`src/rtl/mult_sched_4ch.sv`:
```
// mult_sched_4ch: shares one external pipelined multiplier among four request channels.
// Optional macro MULT_SCHED_ROUND_ROBIN_EN selects round-robin arbitration; fixed priority otherwise.
module mult_sched_4ch #(
  parameter int LATENCY = 6
) (
  input  logic         clk,
  input  logic         rst,
  input  logic [3:0]   s_valid,
  output logic [3:0]   s_ready,
  input  logic [127:0] s_a,
  input  logic [127:0] s_b,
  output logic [31:0]  mult_a,
  output logic [31:0]  mult_b,
  input  logic [63:0]  mult_p,
  output logic         m_valid,
  output logic [1:0]   m_id,
  output logic [63:0]  m_dout,
  output logic         busy
);

  logic [31:0] ch_a [4];
  logic [31:0] ch_b [4];

  genvar gi;
  generate
    for (gi = 0; gi < 4; gi++) begin : g_unpack
      assign ch_a[gi] = s_a[32*gi +: 32];
      assign ch_b[gi] = s_b[32*gi +: 32];
    end
  endgenerate

  logic       grant_any;
  logic [1:0] grant_id;
  logic       accept;

`ifdef MULT_SCHED_ROUND_ROBIN_EN
  // Pointer holds the last granted channel; the search begins just after it.
  logic [1:0] rr_ptr_reg;

  always_comb begin
    grant_any = 1'b0;
    grant_id  = 2'd0;
    for (int k = 1; k <= 4; k++) begin
      if (!grant_any && s_valid[rr_ptr_reg + 2'(k)]) begin
        grant_any = 1'b1;
        grant_id  = rr_ptr_reg + 2'(k);
      end
    end
  end

  always_ff @(posedge clk) begin
    if (rst) begin
      rr_ptr_reg <= 2'd3;
    end else if (accept) begin
      rr_ptr_reg <= grant_id;
    end
  end
`else
  always_comb begin
    grant_any = 1'b0;
    grant_id  = 2'd0;
    for (int k = 3; k >= 0; k--) begin
      if (s_valid[k]) begin
        grant_any = 1'b1;
        grant_id  = 2'(k);
      end
    end
  end
`endif

  assign accept  = grant_any & ~rst;
  assign s_ready = accept ? (4'b0001 << grant_id) : 4'b0000;

  logic [31:0] mult_a_reg;
  logic [31:0] mult_b_reg;

  always_ff @(posedge clk) begin
    if (rst) begin
      mult_a_reg <= '0;
      mult_b_reg <= '0;
    end else if (accept) begin
      mult_a_reg <= ch_a[grant_id];
      mult_b_reg <= ch_b[grant_id];
    end
  end

  assign mult_a = mult_a_reg;
  assign mult_b = mult_b_reg;

  // Stage 0 lines up with the operands at the multiplier; stage LATENCY with mult_p.
  logic [LATENCY:0] vpipe_reg;
  logic [1:0]       idpipe_reg [LATENCY+1];

  always_ff @(posedge clk) begin
    if (rst) begin
      vpipe_reg <= '0;
    end else begin
      vpipe_reg <= {vpipe_reg[LATENCY-1:0], accept};
    end
  end

  always_ff @(posedge clk) begin
    if (accept) begin
      idpipe_reg[0] <= grant_id;
    end
  end

  generate
    for (gi = 1; gi <= LATENCY; gi++) begin : g_idpipe
      always_ff @(posedge clk) begin
        idpipe_reg[gi] <= idpipe_reg[gi-1];
      end
    end
  endgenerate

  logic        m_valid_reg;
  logic [1:0]  m_id_reg;
  logic [63:0] m_dout_reg;

  always_ff @(posedge clk) begin
    if (rst) begin
      m_valid_reg <= 1'b0;
      m_id_reg    <= 2'd0;
      m_dout_reg  <= '0;
    end else begin
      m_valid_reg <= vpipe_reg[LATENCY];
      if (vpipe_reg[LATENCY]) begin
        m_id_reg   <= idpipe_reg[LATENCY];
        m_dout_reg <= mult_p;
      end
    end
  end

  assign m_valid = m_valid_reg;
  assign m_id    = m_id_reg;
  assign m_dout  = m_dout_reg;

  logic [3:0] pending_reg;

  always_ff @(posedge clk) begin
    if (rst) begin
      pending_reg <= 4'd0;
    end else begin
      case ({accept, m_valid_reg})
        2'b10:   pending_reg <= pending_reg + 4'd1;
        2'b01:   pending_reg <= pending_reg - 4'd1;
        default: pending_reg <= pending_reg;
      endcase
    end
  end

  assign busy = (pending_reg != 4'd0);

endmodule
```
`config.mk`:
```
export PLATFORM = sky130hd
export DESIGN_NAME = mult_sched_4ch
export DESIGN_NICKNAME = d
export VERILOG_FILES = /design/src/rtl/mult_sched_4ch.sv
export SDC_FILE = /design/constraint.sdc
export NUM_CORES = 1
export LEC_CHECK = 0
export ABC_AREA = 1
export CORE_AREA = 4 4 180 182
export CTS_BUF_LIST = sky130_fd_sc_hd__clkbuf_2
export CTS_CLUSTER_DIAMETER = 200
export DETAILED_ROUTE_END_ITERATION = 8
export DIE_AREA = 0 0 184 186
export SLEW_MARGIN = 20
export SYNTH_ARGS = -nofsm -noshare
export SYNTH_HDL_FRONTEND = slang
export SYNTH_SLANG_ARGS = --single-unit
```
`constraint.sdc`:
```
create_clock -name clk -period 2.6 [get_ports clk]
set_input_delay 0.52 -clock clk [delete_from_list [all_inputs] [get_ports clk]]
set_output_delay 0.52 -clock clk [all_outputs]
set_load 0.01 [all_outputs]
```
==> results of run 1 <==
cells in the final DEF (no fill, tap or decap), types with 2 or more instances in the layout:
cell               n
nand2_2            2
clkbuf_2          17
diode_2            2
bufinv_16          2
ha_1               3
inv_1            150
inv_2              3
inv_6              3
dfxtp_1          150
a21oi_1           67
buf_4             26
clkinv_4           2
nand2_1          207
clkinv_2           2
nor2_1           207
xnor2_1            2
clkdlybuf4s50_1  458
dfxtp_2            4
o21ai_1            2
clkinvlp_4         2
buf_12             7
o21ai_0          130
edfxtp_1           2
nand3_1          197
inv_8              4
nor2_4             4
metrics by stage:
stage          area [µm²]  power (mW)  hold slack (ns)
3_5_place_dp        12800        4.02            0.312
5_1_grt             13100        5.84            0.165
2_1_floorplan        7850        3.14            0.310
4_1_cts             13100        5.61            0.203
3_3_place_gp        12800        4.01            0.310
6_report            13100        5.49            0.300
critical path, stage by stage:
cell,delay [ns]
clkdlybuf4s50_1,0.53
buf_4,0.15
nand2_1,0.07
nor2_1,0.09
clkdlybuf4s50_1,0.54
power by group:
| part | total (mW) | switching, mW | leakage [nW] | internal [mW] |
|---|---|---|---|---|
| registers | 2.59 | 0.0601 | 1.29 | 2.53 |
| logic | 1.38 | 0.596 | 4.68 | 0.785 |
| clock network | 1.52 | 1.04 | 0.152 | 0.484 |
| total | 5.49 | 1.69 | 6.12 | 3.80 |
synth_stat cells, drive strengths merged:
master	instances
dfxtp	154
o21ai	133
nor3	1
nand3	197
ha	3
edfxtp	2
buf	57
clkinv	1
nand2	209
xnor2	2
a21oi	67
clkbuf	33
and3	1
inv	154
nand4	1
nor2	211
how the worst max path moves through the flow:
stage                                           start                          end  slack (ns)  cells after the start
final                                      s_valid[1]                   s_ready[1]        0.17                      5
after global routing      pending_reg[2]$_SDFFE_PP0P_                         busy       0.009                      3
after CTS                                  s_valid[1]                   s_ready[3]       0.002                      6
after detailed placement                   s_valid[1]                   s_ready[3]     -0.0003                      6
after global placement                     s_valid[3]                   s_ready[3]        0.01                      7
after floorplan                            s_valid[2]  pending_reg[2]$_SDFFE_PP0P_        0.44                     15
cell type report:
class | instances | area share
multi-input combinational | 825 | 0.281
clock inverter | 14 | 0.0137
sequential | 156 | 0.240
antenna | 2 | 0.000382
inverter | 155 | 0.0445
timing repair buffer | 493 | 0.376
tap | 396 | 0.0378
clock buffer | 17 | 0.00649
cell families (layout without fill, tap and decap cells):
kind of cell	Yosys count	in the layout	synth area share
DFF	156	156	0.401
xor gates and xnor gates	2	2	0.00223
adders and majority gates	3	3	0.00478
AOI/OAI and AO/OA	200	200	0.128
other	0	2	0
buffers and inverters	245	679	0.132
and+or+nand+nor	620	620	0.332
metal layers:
| metal | vias up | GRT usage | share of wire |
|---|---|---|---|
| met3 | 41 | 0.0700 | 0.095 |
| met4 | 2 | 0.0532 | 0.024 |
| li1 | 4717 | - | - |
| met5 | - | 0 | 0.00034 |
| met1 | 4237 | 0.215 | 0.39 |
| met2 | 384 | 0.341 | 0.49 |
timing repair:
item / CTS / global route
setup buffers: 0 / 4
setup endpoints to repair: 0 / 3
hold buffers: 0 / 0
gates resized for setup: 0 / 5
==> impl_metrics.yaml, run 1 <==
worst_setup_path:
  r2r_cells: 9
  critPathCaptureType: "output port"
  cp-start-kind: "input pin"
  r2r-end: "pending_reg[2]$_SDFFE_PP0P_"
  critPathRequiredTime_ns: 2.08
  critPathArrivalTime_ns: 1.91
  cp_max_fo: 2
  ff2ff_setup_slack_ns: 1.04
  rr_startpoint: "m_valid$_SDFF_PP0_"
  criticalPathCategory: "in -> out"
floorplanning:
  rows: 64
  die_h_um: 186
  die_area_um2: 34200
  die_x_um: 184
  coreArea_um2: 30600
  start_util: 0.257
  ios: 462
clock_network:
  root_buffer: "clkbuf_2"
  clock_tree.buffer_depth: 2
  clkSlewWorstSetupHoldPaths_ns: 0.29
  cts.sinks: 156
  clock_latency_ns: 0.71
  cts_tree: "done"
  cts.htree.levels: 4
  cts_made_buffers: 17
detailed_routing:
  post_drt_wl_per_cell_um: 16.9
  routed_via_density: 4.56
  ant_nets: 0
  drt_wl_total_um: 34800
  drt_iter0_markers: 315
  drt_first_pass_iters: 4
  drc: 0
  vias: 9381
final_layout:
  syn2layout_area_growth_pct: 67.2
  n_fill_cell: 3164
  drive_gt1_frac: 0.0488
  nNetsFinal: 1977
  finalNonFillerCells: 2058
  largest_reg_flops: 64
  fin_util: 0.429
  multiInputGateArea_um2: 3680
  seq_area_um2: 3150
logic_synthesis:
  yosys_warnings: 0
  synth_largest_area_cell: "dfxtp_1"
  ys_ff_latch: 156
  syn_inst: 1226
  syn-cell-area_um2: 7850
  yosys.area.top_type_share: 0.393
  yosys.cell_types.count: 25
  synth.area.top_cells: "dfxtp_1 (39%), nand3_1 (13%), nand2_1 (10%)"
  synth_nets: 1555
  syn_avg_cell_area_um2: 6.40
  yosysSeqAreaShare: 0.401
sta:
  fin_crit_ns: 2.43
  period_share: 0.935
  setup_ws_ns: 0.170
  tns_ns: 0
  setup_violations: 0
  hold_viol: 0
  max_freq_ghz: 0.412
  fin_skew_ns: 0.0515
  slew_viol_final: 0
  rsz0062_at_grt: "no"
  slew_headroom: 0.422
  worst_pin_slew_ns: 0.866
power:
  p_leak_nw: 6.12
  p_per_area_nw_per_um2: 419
  peakVddDrop_mv: 0.233
place:
  dp_slack_ns: -0.000316
  dp_hpwl_um: 25400
  gp_congestion: 0.851
  port-buffer-count: 461
  dp.cells: 2021
global_routing:
  grt_pass1_vias: 9046
  grt_max_degree: 110
  grt_pass1_wl_um: 51200
  antenna_found_initial: 4
  global_route.overflow_total: 0
  grt_usage: 0.191
job:
  max_cap_viol_count: 0
run_status:
  status: "completed"
hold_path:
  hp-class: "reg -> reg"
  min_from: "idpipe_reg[3][0]$_DFF_P_"
  holdPathEnd: "idpipe_reg[4][0]$_DFF_P_"
  hold_depth: 0
No activity file was read; power rests on OpenSTA's default activity.
==> run 2: changes to the inputs <==
Settings changed: CTS_CLUSTER_SIZE from default to 16, TNS_END_PERCENT from default to 20.
==> run 2 against run 1 <==
  * Clock skew is 0.0019 ns lower
  * Sequential share of layout area hardly changed
  * Clock power hardly changed
  * Critical path type unchanged
  * Largest cell class unchanged
  * Largest power group unchanged
==> impl_metrics.yaml, run 2 (synthesis gave the netlist of run 1 again) <==
power:
  p_per_area_nw_per_um2: 419
  p_leak_nw: 6.12
  clock_power_share: 0.277
  p_comb_frac: 0.251
  power_frac_seq: 0.472
  p_sw_mw: 1.69
  internal-power_mw: 3.80
  peakVddDrop_mv: 0.233
  p_sw_frac: 0.308
detailed_routing:
  routed_via_density: 4.55
  drc: 0
  post_drt_wl_per_cell_um: 16.9
  drt_wl_total_um: 34800
  drt_iter0_markers: 318
  vias: 9366
  drt_first_pass_iters: 5
  ant_nets: 0
clock_network:
  cts_tree: "done"
  root_buffer: "clkbuf_2"
  cts_hold_buf: 0
  clock_latency_ns: 0.71
  cts.htree.levels: 4
  clock_tree.buffer_depth: 2
  clkSlewWorstSetupHoldPaths_ns: 0.29
  cts_made_buffers: 17
  cts.sinks: 156
final_layout:
  syn2layout_area_growth_pct: 67.1
  drive_gt1_frac: 0.0482
  fin_util: 0.429
  final_cell_mix: "clkdlybuf4s50_1 (457), nor2_1 (207), nand2_1 (207), nand3_1 (197)"
  largest_reg_flops: 64
  final_common_cell: "clkdlybuf4s50_1"
  nNetsFinal: 1976
  stdcell_area_um2: 13100
worst_setup_path:
  cp_max_fo: 2
  critPathArrivalTime_ns: 1.91
  criticalPathCategory: "in -> out"
  critPathCaptureType: "output port"
  critPathRequiredTime_ns: 2.08
  cp-start-kind: "input pin"
hold_path:
  hp-class: "reg -> reg"
sta:
  fin_crit_ns: 2.43
  period_share: 0.935
  whs_ns: 0.299
  tns_ns: 0
  setup_violations: 0
  slew_viol_final: 0
  rsz0062_at_grt: "no"
  hold_viol: 0
  max_freq_ghz: 0.412
  slew_headroom: 0.426
  worst_pin_slew_ns: 0.861
  fin_skew_ns: 0.0496
global_routing:
  grt_pass1_vias: 9046
  grt_pass1_wl_um: 51200
  global_route.overflow_total: 0
  antenna_found_initial: 4
  grt_max_degree: 110
  grt_usage: 0.191
floorplanning:
  ios: 462
  coreArea_um2: 30600
  die_x_um: 184
  die_area_um2: 34200
  die_h_um: 186
  rows: 64
  start_util: 0.257
place:
  dp_hpwl_um: 25400
  postPlaceCellArea_um2: 12800
  port-buffer-count: 461
  gp_congestion: 0.851
run_status:
  status: "completed"
job:
  max_cap_viol_count: 0
==> run 2: cell types whose count changed in the layout (fill, tap and decap cells not counted), sizes merged <==
cell,delta
buf,-1
clkdlybuf4s50,-1
dlymetal6s2s,+1
==> run 2: power by group through the flow <==
stage | Clock, mW | Sequential (mW) | Combinational, mW
2_1_floorplan | 0 | 2.67 | 0.469
3_5_place_dp | 0 | 2.63 | 1.39
3_3_place_gp | 0 | 2.63 | 1.38
6_report | 1.52 | 2.59 | 1.38
5_1_grt | 1.72 | 2.61 | 1.50
4_1_cts | 1.62 | 2.59 | 1.39
==> run 2: path summary, 6_finish.rpt <==
| path | from | endpoint | slack [ns] | depth (start not counted) |
|---|---|---|---|---|
| worst max-delay path | s_valid[1] | s_ready[1] | 0.17 | 5 |
| worst min-delay path | idpipe_reg[3][0]$_DFF_P_ | idpipe_reg[4][0]$_DFF_P_ | 0.30 | 0 |
| worst min register to register | idpipe_reg[3][0]$_DFF_P_ | idpipe_reg[4][0]$_DFF_P_ | 0.30 | 0 |
| worst max register to register | m_valid$_SDFF_PP0_ | pending_reg[2]$_SDFFE_PP0P_ | 1.04 | 9 |
==> run 2: layout make-up <==
| class | instances | area (µm²) |
|---|---|---|
| antenna | 2 | 5.00 |
| inverter | 155 | 584 |
| clock buffer | 17 | 85.1 |
| clock inverter | 14 | 180 |
| timing repair buffer | 492 | 4930 |
| tap | 396 | 495 |
| multi-input combinational | 825 | 3680 |
| fill | 3163 | 17500 |
| sequential | 156 | 3150 |
==> run 2: worst max-delay path: stages <==
cell             delay, ns
clkdlybuf4s50_1       0.53
buf_4                 0.15
nand2_1               0.07
nor2_1                0.09
clkdlybuf4s50_1       0.54
==> run 2: routing by layer <==
metal,up-vias,routed length (µm),global-route usage
li1,4716,-,-
met1,4237,13500,0.215
met2,370,17200,0.341
met3,41,3280,0.0700
met4,2,846,0.0532
met5,-,12,0
==> run 2: stage by stage <==
stage	power, mW	instances	setup WS [ns]
global placement	4.01	2021	0.0118
global route	5.84	2057	0.109
detailed placement	4.02	2021	-0.000316
CTS	5.61	2052	0.00182
floorplan	3.14	1226	0.442
finish	5.49	2057	0.170
==> run 2: timing repair <==
action                     in CTS  in global routing
gates resized for setup         0                  6
setup endpoints to repair       0                  3
buffers inserted                0                  3
